===== src/rtl/mmio_uart_pkg.sv =====
// Shared definitions for the MIPS MMIO UART bridge: register offsets, STATUS
// bit positions and the TX drain state encoding.
package mmio_uart_pkg;

    localparam logic [4:0] OFF_TXDATA = 5'h00;
    localparam logic [4:0] OFF_RXDATA = 5'h04;
    localparam logic [4:0] OFF_STATUS = 5'h08;
    localparam logic [4:0] OFF_CTRL   = 5'h0C;
    localparam logic [4:0] OFF_GPIO   = 5'h10;

    localparam int unsigned ST_RX_NOT_EMPTY = 0;
    localparam int unsigned ST_TX_FULL      = 1;
    localparam int unsigned ST_TX_EMPTY     = 2;
    localparam int unsigned ST_RX_OVERRUN   = 3;
    localparam int unsigned ST_TX_DROP      = 4;
    localparam int unsigned ST_DRAIN_BUSY   = 5;
    localparam int unsigned ST_RX_COUNT_LSB = 8;
    localparam int unsigned ST_TX_COUNT_LSB = 16;
    localparam int unsigned CNT_FIELD_W     = 8;

    localparam int unsigned CTRL_CLR_OVERRUN = 0;
    localparam int unsigned CTRL_CLR_DROP    = 1;

    typedef enum logic [1:0] {
        DRAIN_IDLE    = 2'd0,
        DRAIN_START   = 2'd1,
        DRAIN_WAIT_HI = 2'd2,
        DRAIN_WAIT_LO = 2'd3
    } drain_state_t;

endpackage


===== src/rtl/sync_fifo.sv =====
// Single-clock FIFO with combinational head; a push into a full FIFO is
// accepted only when a pop frees the head slot on the same edge.
module sync_fifo #(
    parameter int unsigned WIDTH = 8,
    parameter int unsigned DEPTH = 8
) (
    input  logic                     clk,
    input  logic                     reset,
    input  logic                     push,
    input  logic                     pop,
    input  logic [WIDTH-1:0]         din,
    output logic [WIDTH-1:0]         dout,
    output logic                     full,
    output logic                     empty,
    output logic [$clog2(DEPTH):0]   count
);

    localparam int unsigned PW = $clog2(DEPTH);
    localparam int unsigned CW = PW + 1;

    logic [WIDTH-1:0] mem [DEPTH];
    logic [PW-1:0]    wr_ptr;
    logic [PW-1:0]    rd_ptr;
    logic             do_push;
    logic             do_pop;

    assign empty   = (count == '0);
    assign full    = (count == CW'(DEPTH));
    assign do_pop  = pop && !empty;
    assign do_push = push && (!full || do_pop);
    assign dout    = mem[rd_ptr];

    always_ff @(posedge clk) begin
        if (do_push) begin
            mem[wr_ptr] <= din;
        end
    end

    // Power-of-two depth lets the pointers wrap naturally.
    always_ff @(posedge clk) begin
        if (reset) begin
            wr_ptr <= '0;
            rd_ptr <= '0;
            count  <= '0;
        end else begin
            if (do_push) begin
                wr_ptr <= wr_ptr + PW'(1);
            end
            if (do_pop) begin
                rd_ptr <= rd_ptr + PW'(1);
            end
            count <= count + CW'(do_push) - CW'(do_pop);
        end
    end

endmodule


===== src/rtl/mmio_uart_bridge.sv =====
// Word-addressed MMIO bridge from the MIPS data port to UART TX/RX FIFOs and a
// GPIO latch, with a drain FSM that feeds the UART transmitter on its own.
module mmio_uart_bridge
    import mmio_uart_pkg::*;
#(
    parameter int unsigned           DATA_WIDTH = 32,
    parameter int unsigned           UART_Nbit  = 8,
    parameter int unsigned           FIFO_DEPTH = 8,
    parameter logic [DATA_WIDTH-1:0] BASE_ADDR  = 32'h1001_0000,
    parameter int unsigned           GPIO_WIDTH = 8
) (
    input  logic                  clk,
    input  logic                  reset,
    input  logic [DATA_WIDTH-1:0] addr,
    input  logic [DATA_WIDTH-1:0] wdata,
    input  logic                  we,
    input  logic                  re,
    output logic [DATA_WIDTH-1:0] rdata,
    output logic                  hit,
    output logic [UART_Nbit-1:0]  tx_data,
    output logic                  tx_start,
    input  logic                  tx_busy,
    input  logic [UART_Nbit-1:0]  rx_data,
    input  logic                  rx_valid,
    output logic [GPIO_WIDTH-1:0] gpio_data_out,
    output logic                  irq
);

    localparam int unsigned CW = $clog2(FIFO_DEPTH) + 1;

    drain_state_t          state;
    logic [4:0]            offset;
    logic                  wr_en;
    logic                  rd_en;
    logic                  tx_push;
    logic                  tx_pop;
    logic                  rx_pop;
    logic                  ctrl_wr;
    logic                  gpio_wr;
    logic [UART_Nbit-1:0]  tx_head;
    logic [UART_Nbit-1:0]  rx_head;
    logic                  tx_full;
    logic                  tx_empty;
    logic                  rx_full;
    logic                  rx_empty;
    logic [CW-1:0]         tx_count;
    logic [CW-1:0]         rx_count;
    logic                  rx_overrun;
    logic                  tx_drop;
    logic                  rx_overrun_set;
    logic                  tx_drop_set;
    logic [DATA_WIDTH-1:0] status;
    logic                  unused_wdata;

    assign hit    = (addr[DATA_WIDTH-1:5] == BASE_ADDR[DATA_WIDTH-1:5]) && (addr[1:0] == 2'b00);
    assign offset = addr[4:0];
    assign wr_en  = we && hit;
    assign rd_en  = re && hit;

    assign tx_push = wr_en && (offset == OFF_TXDATA);
    assign ctrl_wr = wr_en && (offset == OFF_CTRL);
    assign gpio_wr = wr_en && (offset == OFF_GPIO);
    assign rx_pop  = rd_en && (offset == OFF_RXDATA);
    assign tx_pop  = (state == DRAIN_START);

    // A drain or CPU pop on the same edge makes room, so only then is a full push safe.
    assign tx_drop_set    = tx_push && tx_full && !tx_pop;
    assign rx_overrun_set = rx_valid && rx_full && !rx_pop;

    assign irq          = (rx_count != '0) || rx_overrun;
    assign unused_wdata = ^wdata;

    sync_fifo #(
        .WIDTH (UART_Nbit),
        .DEPTH (FIFO_DEPTH)
    ) u_tx_fifo (
        .clk   (clk),
        .reset (reset),
        .push  (tx_push),
        .pop   (tx_pop),
        .din   (wdata[UART_Nbit-1:0]),
        .dout  (tx_head),
        .full  (tx_full),
        .empty (tx_empty),
        .count (tx_count)
    );

    sync_fifo #(
        .WIDTH (UART_Nbit),
        .DEPTH (FIFO_DEPTH)
    ) u_rx_fifo (
        .clk   (clk),
        .reset (reset),
        .push  (rx_valid),
        .pop   (rx_pop),
        .din   (rx_data),
        .dout  (rx_head),
        .full  (rx_full),
        .empty (rx_empty),
        .count (rx_count)
    );

    always_comb begin
        status = '0;
        status[ST_RX_NOT_EMPTY] = !rx_empty;
        status[ST_TX_FULL]      = tx_full;
        status[ST_TX_EMPTY]     = tx_empty;
        status[ST_RX_OVERRUN]   = rx_overrun;
        status[ST_TX_DROP]      = tx_drop;
        status[ST_DRAIN_BUSY]   = (state != DRAIN_IDLE);
        status[ST_RX_COUNT_LSB +: CNT_FIELD_W] = CNT_FIELD_W'(rx_count);
        status[ST_TX_COUNT_LSB +: CNT_FIELD_W] = CNT_FIELD_W'(tx_count);
    end

    always_comb begin
        rdata = '0;
        if (hit) begin
            case (offset)
                OFF_RXDATA: if (!rx_empty) rdata = DATA_WIDTH'(rx_head);
                OFF_STATUS: rdata = status;
                OFF_GPIO:   rdata = DATA_WIDTH'(gpio_data_out);
                default:    rdata = '0;
            endcase
        end
    end

    // Sticky flags: a set on the same edge as a CTRL clear wins.
    always_ff @(posedge clk) begin
        if (reset) begin
            rx_overrun    <= 1'b0;
            tx_drop       <= 1'b0;
            gpio_data_out <= '0;
        end else begin
            if (rx_overrun_set) begin
                rx_overrun <= 1'b1;
            end else if (ctrl_wr && wdata[CTRL_CLR_OVERRUN]) begin
                rx_overrun <= 1'b0;
            end
            if (tx_drop_set) begin
                tx_drop <= 1'b1;
            end else if (ctrl_wr && wdata[CTRL_CLR_DROP]) begin
                tx_drop <= 1'b0;
            end
            if (gpio_wr) begin
                gpio_data_out <= wdata[GPIO_WIDTH-1:0];
            end
        end
    end

    // Drain: launch one byte, then wait for the UART busy pulse to rise and fall.
    always_ff @(posedge clk) begin
        if (reset) begin
            state    <= DRAIN_IDLE;
            tx_start <= 1'b0;
            tx_data  <= '0;
        end else begin
            tx_start <= 1'b0;
            case (state)
                DRAIN_IDLE: begin
                    if (tx_count != '0) begin
                        state    <= DRAIN_START;
                        tx_start <= 1'b1;
                        tx_data  <= tx_head;
                    end
                end
                DRAIN_START: begin
                    state <= DRAIN_WAIT_HI;
                end
                DRAIN_WAIT_HI: begin
                    if (tx_busy) begin
                        state <= DRAIN_WAIT_LO;
                    end
                end
                DRAIN_WAIT_LO: begin
                    if (!tx_busy) begin
                        state <= DRAIN_IDLE;
                    end
                end
                default: begin
                    state <= DRAIN_IDLE;
                end
            endcase
        end
    end

endmodule


===== config.mk =====
export PLATFORM = sky130hd
export DESIGN_NAME = mmio_uart_bridge
export DESIGN_NICKNAME = d
export VERILOG_FILES = /design/src/rtl/mmio_uart_pkg.sv /design/src/rtl/sync_fifo.sv /design/src/rtl/mmio_uart_bridge.sv
export SDC_FILE = /design/constraint.sdc
export NUM_CORES = 1
export LEC_CHECK = 0
export ABC_AREA = 1
export BUFFER_PORTS_ARGS = -buffer_cell sky130_fd_sc_hd__buf_2
export CORE_MARGIN = 8
export CORE_UTILIZATION = 30
export CTS_BUF_LIST = sky130_fd_sc_hd__clkbuf_16
export CTS_CLUSTER_SIZE = 28
export DETAILED_ROUTE_END_ITERATION = 8
export PLACE_DENSITY = 0.59
export SETUP_SLACK_MARGIN = 0.05
export SLEW_MARGIN = 20
export SYNTH_ARGS = -nofsm -noshare
export SYNTH_HDL_FRONTEND = slang
export SYNTH_SLANG_ARGS = --single-unit

===== constraint.sdc =====
create_clock -name clk -period 2.05 [get_ports clk]
set_clock_uncertainty 0.1 [all_clocks]
set_input_delay 0.1025 -clock clk [delete_from_list [all_inputs] [get_ports clk]]
set_output_delay 0.1025 -clock clk [all_outputs]
set_load 0.05 [all_outputs]

# Word-level counts from Yosys, hierarchy flattened
# Memory sizes are Yosys's and may differ from the RTL's. A register that Yosys moved wholly into a read port is not among the register bits.
# Cells that the tools add are included.
# word_totals
regBits	33
mem_bits_rw	128
inputBits	78
word_cells	92
mem_count	2
# op_classes
n_addsub	8
eq_ne	13
muxes	18
bitwise_logic	1
reduce_logical	39
# mem_list
name	depth	width	rd	rd_ports_with_merged_regs	write_ports	line	rtl
u_rx_fifo.mem	8	8	1	1	1	sync_fifo.sv:21	logic [WIDTH-1:0] mem [DEPTH];
u_tx_fifo.mem	8	8	1	1	1	sync_fifo.sv:21	
# op_table
cell	count
one-hot mux 32 bit (3 select lines)	1
2-to-1 mux 32 bit	1
== test 27 x 24 -> 1 bit (second input constant)	1
logical AND 1 bit	17
adder 3 x 1 -> 3 bit (second input constant)	4
== test 5 x 4 -> 1 bit (second input constant)	2
2-to-1 mux 1 bit	9
adder 4 x 1 -> 4 bit	2
== test 4 bit (second input constant)	2
zero test 4 bit	2
2-to-1 mux 8 bit	1
one-hot mux 2 bit (4 select lines)	1
nonzero test 4 bit	2
subtractor 4 x 1 -> 4 bit	2
zero test 1 bit	6
2-to-1 mux 2 bit	3
2-to-1 mux 3 bit	2
inequality test 2 bit (second input constant)	3
nonzero test 2 bit	3
== test 5 x 3 -> 1 bit (second input constant)	1
== test 5 bit (second input constant)	1
zero test 5 bit	1
== test 2 bit (second input constant)	2
zero test 2 bit	2
other kinds (6)	8

# Logic depth before layout (Yosys ltp)
# Gate-level depths: netlist (run 1).
# logic_depth
ltp_word	9
ltp_mapped	16

# Cells and area by module
# From an unflattened synthesis (run 1), not the netlist that was laid out.
# hier_totals
cells_unflattened	834
area_unflattened_um2	7988.9
# modules_own_cells
module	n_inst	cells_per_inst	area_each_um2	seq_area_each_um2
sync_fifo	2	288	3210.6	2182.1
mmio_uart_bridge	1	258	1567.8	420.4

# Worst setup path after synthesis (run 1)
# OpenSTA, ideal clock, no wires.
# synth_timing
path_type	in2reg
startpoint	input port addr[5]
endpoint	register u_rx_fifo.count[2]
setup_time_ns	0.128
arrival_ns	1.966
required_time_ns	1.822
path_slack_ns	-0.144
path_stages	14
n_path_buf	0
path_cell_list	nor2_1 > nand2_1 > nor2_1 > nand2_2 > nor2_8 > nand3_4 > clkinv_2 > ha_1 > inv_1 > ha_1 > inv_1 > fa_1 > xor2_1 > nor2_1
# synth_between
elab_chain_len	9
# synth_lines
element	line	rtl
start, declared	mmio_uart_bridge.sv:14	input logic [DATA_WIDTH-1:0] addr,
== test 27 x 24 -> 1 bit (*)	mmio_uart_bridge.sv:55	assign hit = (addr[DATA_WIDTH-1:5] == BASE_ADDR[DATA_WIDTH-1:5]) && (addr[1:0] == 2'b00);
logical AND 1 bit (*)	mmio_uart_bridge.sv:55	
via hit	mmio_uart_bridge.sv:19	output logic hit,
logical AND 1 bit (*)	mmio_uart_bridge.sv:58	assign rd_en = re && hit;
logical AND 1 bit (*)	mmio_uart_bridge.sv:63	assign rx_pop = rd_en && (offset == OFF_RXDATA);
logical AND 1 bit (*)	sync_fifo.sv:29	assign do_pop = pop && !empty;
via u_rx_fifo.do_pop	sync_fifo.sv:25	logic do_pop;
logical OR 1 bit	sync_fifo.sv:30	assign do_push = push && (!full || do_pop);
logical AND 1 bit	sync_fifo.sv:30	
adder 4 x 1 -> 4 bit	sync_fifo.sv:52	count <= count + CW'(do_push) - CW'(do_pop);
subtractor 4 x 1 -> 4 bit (*)	sync_fifo.sv:52	
end signal, assigned	sync_fifo.sv:52	
end, declared	sync_fifo.sv:15	output logic [$clog2(DEPTH):0] count
# Mark *: on every way through the listed nets, which the timed path passes. The rest lies on a longest branch.
# A chain may end at the register's enable or synchronous reset.

==> results.sh, run 1 <==
export IMPL_rsz0062_at_grt="yes"
export IMPL_io_buffer_count=88
export IMPL_n_antenna_cell=0
export IMPL_clock_sinks=172
export IMPL_cts_tree="done"
export IMPL_track_usage_pct=11.9
export IMPL_violations="negative setup slack"
export IMPL_dpl_cell_area_um2=8970
export IMPL_synth_cells=761
export IMPL_die_w_um=177
export IMPL_status="complete, but fails checks"
export IMPL_placed_cells=1211
export IMPL_clk_latency_ns=0.42
export IMPL_grt_antenna_before_repair=0
export IMPL_grt_max_degree=35
export IMPL_fin_crit_sh_pct=103
export IMPL_design_area_um2=10200
export IMPL_seq_area_frac_synth_pct=61.1
export IMPL_worst_slack_ns=-0.0599
export IMPL_fmax_ghz=0.474
export IMPL_min_period_ns=2.11
export IMPL_die_h_um=177
export IMPL_leakage_nw=3.96
export IMPL_post_route_drc_count=0
export IMPL_syn_to_final_growth_pct=32.5
export IMPL_fill_cells=2463
export IMPL_maxSlewViolCount=0
export IMPL_grt_ovfl_total=0
export IMPL_finalSetupViolCount=8
export IMPL_first_iter_violations=318
export IMPL_core_rowCount=58
export IMPL_final_nets=1032
export IMPL_root_buffer="clkbuf_16"
export IMPL_yosysWarnings=0
export IMPL_drt_pass1_iter_count=5
export IMPL_drv_cap=0
export IMPL_place_hpwl_mm=13.5
export IMPL_place_ws_ns=-0.0647
export IMPL_core_area_um2=25300
export IMPL_arrival_ns=1.91
export IMPL_ir_drop_uv=788
export IMPL_cts_made_buffers=17
export IMPL_crit_fanout=19
export IMPL_synth_edff_count=128
export IMPL_endpoint_kind="output pin"
export IMPL_clk_path_buf_depth=2
export IMPL_die_area_um2=31200
export IMPL_crit_type="reg -> out"
export IMPL_postRouteAntennaNets=0
export IMPL_ys_ff_latch=172
export IMPL_slew_headroom_pct=52.2
export IMPL_min_path_type="in -> reg"
export IMPL_wire_per_inst_um=14.9
export IMPL_setup_tns_ns=-0.302
export IMPL_ys_types=41
export IMPL_clk_pin_slew_ns=0.06
export IMPL_async_flop_share_pct=0
export IMPL_powerDensity_nw_per_um2=994
export IMPL_synthFlopType="edfxtp_1"
export IMPL_stdcell_count=1274
export IMPL_worst_pin_slew_ns=0.716
export IMPL_vias=5729
export IMPL_grt_pass1_vias=5597
export IMPL_routed_wl_mm=18.9
export IMPL_routed_via_density=4.50
export IMPL_worstSetupStartpointType="flop"
export IMPL_crit_required_ns=1.85
export IMPL_h_tree_depth=4
export IMPL_grt_first_pass_wirelength_mm=29.0
export IMPL_syn_area_um2=7740
export IMPL_io_pins=129
export IMPL_finalHoldViolCount=0
export IMPL_place_congestion=0.748
export IMPL_layout_drive_gt1_share_pct=30.3
export IMPL_start_util_pct=30.6
export IMPL_synth_area_per_cell_um2=10.2
-- layer usage --
layer	global-route usage, %	vias up	share of wire (%)
li1	-	2926	-
met1	13.9	2673	42
met2	21.1	115	52
met3	3.10	15	4.7
met4	3.82	0	1.3
met5	0	-	0
-- layout make-up --
type	count	area [um^2]	area share (%)
clock inverter	15	139	1.36
inverter	74	298	2.91
tap	330	413	4.03
multi-input combinational	490	2890	28.2
sequential	172	4740	46.3
timing repair buffer	176	1340	13.1
clock buffer	17	425	4.15
-- flip-flops by register name, indices dropped and copies added (netlist names), named ones only --
signal            count
state                 2
tx_start              1
u_rx_fifo.mem        64
u_tx_fifo.wr_ptr      3
rx_overrun            1
u_rx_fifo.count       4
tx_data               8
u_tx_fifo.count       4
tx_drop               1
u_tx_fifo.rd_ptr      3
gpio_data_out         8
u_rx_fifo.wr_ptr      3
u_rx_fifo.rd_ptr      3
u_tx_fifo.mem        64
-- critical path: stages (launching register included) --
cell	delay, ns
dfxtp_4	0.40
inv_4	0.08
buf_12	0.15
nor2_1	0.05
o211ai_1	0.24
nand3_1	0.16
a31oi_4	0.21
buf_6	0.19
-- cell usage in the layout (no fill, tap or decap), drive strengths merged, types with 2 or more instances in the layout --
cell type    instances
a31oi                2
a211oi               3
xor2                 2
edfxtp             128
nand4                4
conb                16
dlygate4sd3         17
o211ai              30
nor2               174
a22oi                3
nor3                14
buf                157
fa                   2
inv                 78
o21ai               87
a21oi               28
ha                  21
nand2               75
clkbuf              19
nand3               23
dfxtp               44
clkinv               9
-- path summary, 6_finish.rpt --
kind | to | depth (start not counted) | start | slack, ns
worst max-delay path | rdata[5] | 7 | flop | -0.06
worst min register to register | tx_data[0]$_SDFFE_PP0P_ | 2 | tx_data[0]$_SDFFE_PP0P_ | 0.36
worst min-delay path | u_tx_fifo.count[1]$_SDFF_PP0_ | 3 | reset | 0.04
worst max register to register | u_rx_fifo.count[1]$_SDFF_PP0_ | 12 | u_rx_fifo.count[3]$_SDFF_PP0_ | -0.04
-- per-stage QoR --
step	total power, W	util (%)	hold slack (ns)
floorplan	0.00583	-	0.101
global placement	0.00664	35.5	0.284
detailed placement	0.00669	35.5	0.296
CTS	0.0101	39.6	0.0151
global route	0.0108	40.6	0.0327
finish	0.0102	40.6	0.0398
-- timing repair --
| action | 4_1_cts | 5_1_grt |
|---|---|---|
| setup endpoints to repair | 46 | 77 |
| resized for setup | 75 | 52 |
| hold buffers | 17 | 0 |
| pin swaps | 21 | 28 |
| hold endpoints to repair | 139 | 0 |
| gates cloned | 1 | 2 |
| buffers inserted | 8 | 3 |
-- power breakdown --
part	leakage [nW]	internal (W)	switching [W]	total, W
clock network	0.274	0.00169	0.00138	0.00308
logic	2.17	0.00115	0.00182	0.00296
registers	1.52	0.00399	0.000148	0.00414
total	3.96	0.00683	0.00335	0.0102
-- cell families (layout without fill, tap and decap cells) --
family	after synthesis	after routing	share of synthesized area [%]
compound gates	155	155	11.4
other cells	1	16	0.0485
flops	172	172	61.1
fa+ha+maj	23	23	3.91
simple gates	293	293	16.8
xor+xnor	2	2	0.226
buf+inv	114	282	6.39
mux	1	1	0.129
-- synth_stat cells (4+ instances only) --
cell,number,area (um^2)
inv_1,68,255
nor2_2,5,31.3
inv_2,4,15.0
o211ai_1,30,225
ha_1,21,263
dfxtp_1,44,881
nand2_1,71,267
o21ai_0,87,435
buf_4,16,120
nor3_1,10,50.1
nor2_1,167,627
edfxtp_1,128,3840
buf_2,4,20.0
a21oi_1,28,140
clkbuf_1,19,71.3
nand3_1,20,100
nor3_2,4,40.0
(Power assumes the default switching activity.)
==> inputs of run 2 (changes only) <==
--- a/config.mk
+++ b/config.mk
@@ -13,4 +13,5 @@
 export CTS_CLUSTER_SIZE = 28
 export DETAILED_ROUTE_END_ITERATION = 8
+export HOLD_SLACK_MARGIN = 0.08
 export PLACE_DENSITY = 0.59
 export SETUP_SLACK_MARGIN = 0.05
==> constraint.sdc (replaced) <==
create_clock -name clk -period 2.05 [get_ports clk]
set_clock_uncertainty 0.1 [all_clocks]
set_input_delay 0.41 -clock clk [delete_from_list [all_inputs] [get_ports clk]]
set_output_delay 0.41 -clock clk [all_outputs]
set_load 0.05 [all_outputs]
==> results.sh, run 2 (synthesized netlist as in run 1, its figures left out) <==
export IMPL_grt_first_pass_wirelength_mm=30.2
export IMPL_holdBufCountCts=0
export IMPL_root_buffer="clkbuf_16"
export IMPL_die_h_um=177
export IMPL_rsz0062_at_grt="yes"
export IMPL_track_usage_pct=12.4
export IMPL_cts_tree="done"
export IMPL_grt_pass1_vias=5659
export IMPL_clock_sinks=172
export IMPL_first_iter_violations=340
export IMPL_endpoint_kind="output pin"
export IMPL_crit_fanout=6
export IMPL_violations="negative setup slack"
export IMPL_min_delay_start="rx_data[2]"
export IMPL_routed_via_density=4.53
export IMPL_finalSetupViolCount=34
export IMPL_core_rowCount=58
export IMPL_die_w_um=177
export IMPL_drt_pass1_iter_count=5
export IMPL_p_total_w=0.0102
export IMPL_final_cell_mix="136 x nor2_1, 128 x edfxtp_1, 70 x o21ai_0"
export IMPL_routed_wl_mm=19.5
export IMPL_core_area_um2=25300
export IMPL_ir_drop_uv=782
export IMPL_place_congestion=0.769
export IMPL_top_regs="u_rx_fifo.mem (64), u_tx_fifo.mem (64)"
export IMPL_crit_required_ns=1.54
export IMPL_grt_max_degree=35
export IMPL_place_ws_ns=-0.419
export IMPL_maxSlewViolCount=0
export IMPL_cts_made_buffers=17
export IMPL_r2r_start="u_rx_fifo.count[3]$_SDFF_PP0_"
export IMPL_vias=5862
export IMPL_io_pins=129
export IMPL_fmax_ghz=0.407
export IMPL_place_hpwl_mm=13.6
export IMPL_crit_type="reg -> out"
export IMPL_slew_headroom_pct=62.7
export IMPL_final_nets=1053
export IMPL_fin_crit_sh_pct=120
export IMPL_io_buffer_count=88
export IMPL_clk_latency_ns=0.43
export IMPL_drv_cap=0
export IMPL_start_util_pct=30.6
export IMPL_grt_antenna_before_repair=0
export IMPL_worst_pin_slew_ns=0.559
export IMPL_die_area_um2=31200
export IMPL_worst_slack_ns=-0.405
export IMPL_leakage_nw=4.32
export IMPL_worstSetupStartpointType="flop"
export IMPL_powerDensity_nw_per_um2=933
export IMPL_clk_pin_slew_ns=0.07
export IMPL_min_path_type="in -> reg"
export IMPL_setup_tns_ns=-3.51
export IMPL_syn_to_final_growth_pct=41.9
export IMPL_h_tree_depth=4
export IMPL_clk_path_buf_depth=2
export IMPL_arrival_ns=1.94
export IMPL_finalHoldViolCount=0
export IMPL_postRouteAntennaNets=0
export IMPL_layout_drive_gt1_share_pct=37.1
export IMPL_final_common_cell="nor2_1"
export IMPL_post_route_drc_count=0
export IMPL_wire_per_inst_um=15.0
export IMPL_grt_ovfl_total=0
export IMPL_status="complete, but fails checks"
export IMPL_min_period_ns=2.45
export IMPL_n_antenna_cell=0
==> run 2: changes by cell type in the layout (fill, tap and decap cells not counted), sizes merged <==
cell / before / now
bufinv: 1 / 0
buf: 157 / 194
clkinvlp: 1 / 2
clkinv: 9 / 8
clkbuf: 19 / 20
dlygate4sd3: 17 / 0
inv: 78 / 79
==> run 2: critical path, stage by stage, from the launching register on <==
cell	delay, ns
dfxtp_4	0.46
buf_2	0.18
nor2_1	0.07
nor2_4	0.07
o21ai_1	0.06
o21ai_1	0.07
nand2_1	0.07
o21ai_2	0.07
nand3_2	0.11
a21oi_4	0.18
buf_6	0.18
==> run 2: final cells by class <==
type,instances,area (um^2)
Fill cell,2338,14300
Sequential cell,172,4740
Multi-Input combinational cell,490,3170
Timing Repair Buffer,197,1790
Clock buffer,17,425
Tap cell,330,413
Inverter,74,305
Clock inverter,15,146
==> run 2: report_power, final <==
group,total [W],switching [W],internal (W)
combinational,0.00302,0.00184,0.00118
clock,0.00309,0.00148,0.00162
sequential,0.00413,0.000143,0.00399
total,0.0102,0.00346,0.00678
==> run 2: per-stage QoR <==
stage	hold WS [ns]	area, um^2	utilization (%)	instances
after floorplan	0.339	8090	-	776
after global placement	0.352	9520	37.7	1236
after detailed placement	0.354	9520	37.7	1236
after CTS	0.133	10500	41.6	1279
after global routing	0.142	11000	43.5	1295
final	0.144	11000	43.5	1295
==> run 2: repair_timing <==
| action | in CTS | in global routing |
|---|---|---|
| setup endpoints to repair | 128 | 141 |
| buffers inserted | 10 | 14 |
| pin swaps | 26 | 44 |
| hold endpoints to repair | 0 | 0 |
| gates resized for setup | 97 | 84 |
| gates cloned | 2 | 4 |
==> run 2: metal layers <==
layer	global-route usage (%)	vias to the layer above	routed length (um)
li1	-	2972	-
met1	14.7	2736	8260
met2	21.3	128	10000
met3	2.80	26	880
met4	4.87	0	337
met5	0	-	0
==> run 2: worst paths after layout <==
kind / end / slack, ns / cells past startpoint
setup reg to reg: u_rx_fifo.count[3]$_SDFF_PP0_ / -0.08 / 15
setup / recovery: rdata[0] / -0.40 / 10
hold / removal: u_rx_fifo.mem[4][2]$_DFFE_PP_ / 0.14 / 1
hold reg to reg: rx_overrun$_SDFFE_PP0P_ / 0.36 / 2
==> inputs of run 3 (changes only) <==
- CORE_UTILIZATION: 30 -> 45
- PLACE_DENSITY: 0.59 -> 0.78
==> results.sh, run 3 (synthesized netlist as in run 1, its figures left out) <==
export IMPL_status="complete, but fails checks"
export IMPL_violations="negative setup slack"
export IMPL_final_util_pct=62.8
export IMPL_grt_pass1_vias=6075
export IMPL_worst_pin_slew_ns=0.621
export IMPL_fin_crit_sh_pct=121
export IMPL_powerDensity_nw_per_um2=1000
export IMPL_path_cells="inv_2 > ha_4 > nand3_4 > inv_4 > nor2_4 > buf_6 > o211ai_1 > a21oi_2 > buf_6"
export IMPL_routed_wl_mm=20.6
export IMPL_post_route_drc_count=0
export IMPL_postRouteAntennaNets=0
export IMPL_place_ws_ns=-0.382
export IMPL_endpoint_kind="output pin"
export IMPL_place_hpwl_mm=12.9
export IMPL_n_antenna_cell=0
export IMPL_slew_headroom_pct=58.6
export IMPL_grt_antenna_before_repair=0
export IMPL_clk_latency_ns=0.43
export IMPL_cts_made_buffers=17
export IMPL_die_w_um=147
export IMPL_min_period_ns=2.48
export IMPL_ir_drop_uv=828
export IMPL_die_area_um2=21600
export IMPL_io_buffer_count=88
export IMPL_routed_via_density=5.26
export IMPL_drv_cap=0
export IMPL_fmax_ghz=0.404
export IMPL_crit_required_ns=1.54
export IMPL_rsz0062_at_grt="yes"
export IMPL_leakage_nw=4.25
export IMPL_crit_path_frequent_cell="buf_6"
export IMPL_top_layer_used="met4"
export IMPL_drt_pass1_iter_count=5
export IMPL_final_nets=1042
export IMPL_io_pins=129
export IMPL_layout_drive_gt1_share_pct=35.2
export IMPL_die_h_um=147
export IMPL_wl_met1_mm=8.13
export IMPL_finalSetupViolCount=13
export IMPL_clk_pin_slew_ns=0.07
export IMPL_min_path_type="in -> reg"
export IMPL_track_usage_pct=18.0
export IMPL_top_regs="u_rx_fifo.mem (64), u_tx_fifo.mem (64)"
export IMPL_arrival_ns=1.97
export IMPL_finalHoldViolCount=0
export IMPL_grt_ovfl_total=0
export IMPL_core_area_um2=17100
export IMPL_slowest_delay_ns=0.36
export IMPL_cp_slowest_cell="dfxtp_2"
export IMPL_grt_first_pass_wirelength_mm=30.8
export IMPL_final_cell_mix="137 x nor2_1, 128 x edfxtp_1, 71 x o21ai_0"
export IMPL_cts_tree="done"
export IMPL_placed_cells=1121
export IMPL_crit_fanout=7
export IMPL_syn_to_final_growth_pct=38.5
export IMPL_dr_wl_met2_mm=10.5
export IMPL_stdcell_count=1179
export IMPL_place_congestion=0.841
export IMPL_worst_slack_ns=-0.427
export IMPL_route_met3_wl_mm=1.38
export IMPL_crit_type="reg -> out"
export IMPL_start_util_pct=45.4
export IMPL_h_tree_depth=4
export IMPL_grt_max_degree=33
export IMPL_clock_sinks=172
export IMPL_wire_per_inst_um=17.4
export IMPL_worstSetupStartpointType="flop"
export IMPL_core_rowCount=48
export IMPL_maxSlewViolCount=0
export IMPL_final_common_cell="nor2_1"
export IMPL_holdBufCountCts=0
export IMPL_root_buffer="clkbuf_16"
export IMPL_vias=6197
export IMPL_clk_path_buf_depth=2
export IMPL_first_iter_violations=470
-- run 3: per-layer routing --
| metal | GRT usage [%] | vias to the layer above |
|---|---|---|
| met5 | 0 | - |
| met4 | 7.14 | 0 |
| met3 | 4.03 | 40 |
| met2 | 31.2 | 229 |
| met1 | 21.3 | 2985 |
| li1 | - | 2943 |
-- run 3: through the flow --
step           hold WS (ns)  setup TNS, ns  instance area, um^2  power, W
2_1_floorplan         0.339         -11.75                 8090   0.00591
6_report              0.145          -3.56                10700    0.0108
3_3_place_gp          0.351         -29.89                 9250   0.00680
5_1_grt               0.141          -5.50                10700    0.0113
3_5_place_dp          0.357         -33.80                 9250   0.00688
4_1_cts               0.132          -3.44                10400    0.0104
-- run 3: critical path: cells and delay by family, from the launching register on --
| family | cells | cell delay [ns] |
|---|---|---|
| fa+ha+maj | 1 | 0.16 |
| flops | 1 | 0.36 |
| compound gates | 2 | 0.42 |
| buf+inv | 4 | 0.43 |
| simple gates | 2 | 0.14 |
-- run 3: worst paths after layout --
kind	slack (ns)	from	to	cells past startpoint
max	-0.43	u_rx_fifo.count[3]$_SDFF_PP0_	rdata[6]	9
min	0.15	rx_data[3]	u_rx_fifo.mem[3][3]$_DFFE_PP_	1
max reg2reg	-0.18	u_rx_fifo.count[3]$_SDFF_PP0_	u_rx_fifo.count[2]$_SDFF_PP0_	13
min reg2reg	0.36	tx_data[1]$_SDFFE_PP0P_	tx_data[1]$_SDFFE_PP0P_	2
-- run 3: cell type report --
type / count / area (um^2)
Inverter: 74 / 308
Sequential cell: 172 / 4740
Tap cell: 225 / 282
Fill cell: 1219 / 6340
Clock inverter: 15 / 178
Clock buffer: 17 / 425
Multi-Input combinational cell: 490 / 3150
Timing Repair Buffer: 186 / 1640
-- run 3: power breakdown --
part | leakage (nW) | internal, W | switching [W]
combinational | 2.44 | 0.00133 | 0.00198
clock | 0.299 | 0.00185 | 0.00145
sequential | 1.52 | 0.00399 | 0.000149
-- run 3: repair_timing --
| action | CTS | global route |
|---|---|---|
| setup endpoints to repair | 78 | 125 |
| setup buffers | 15 | 10 |
| pin swaps | 38 | 30 |
| gates cloned | 2 | 1 |
| gates resized for setup | 107 | 72 |
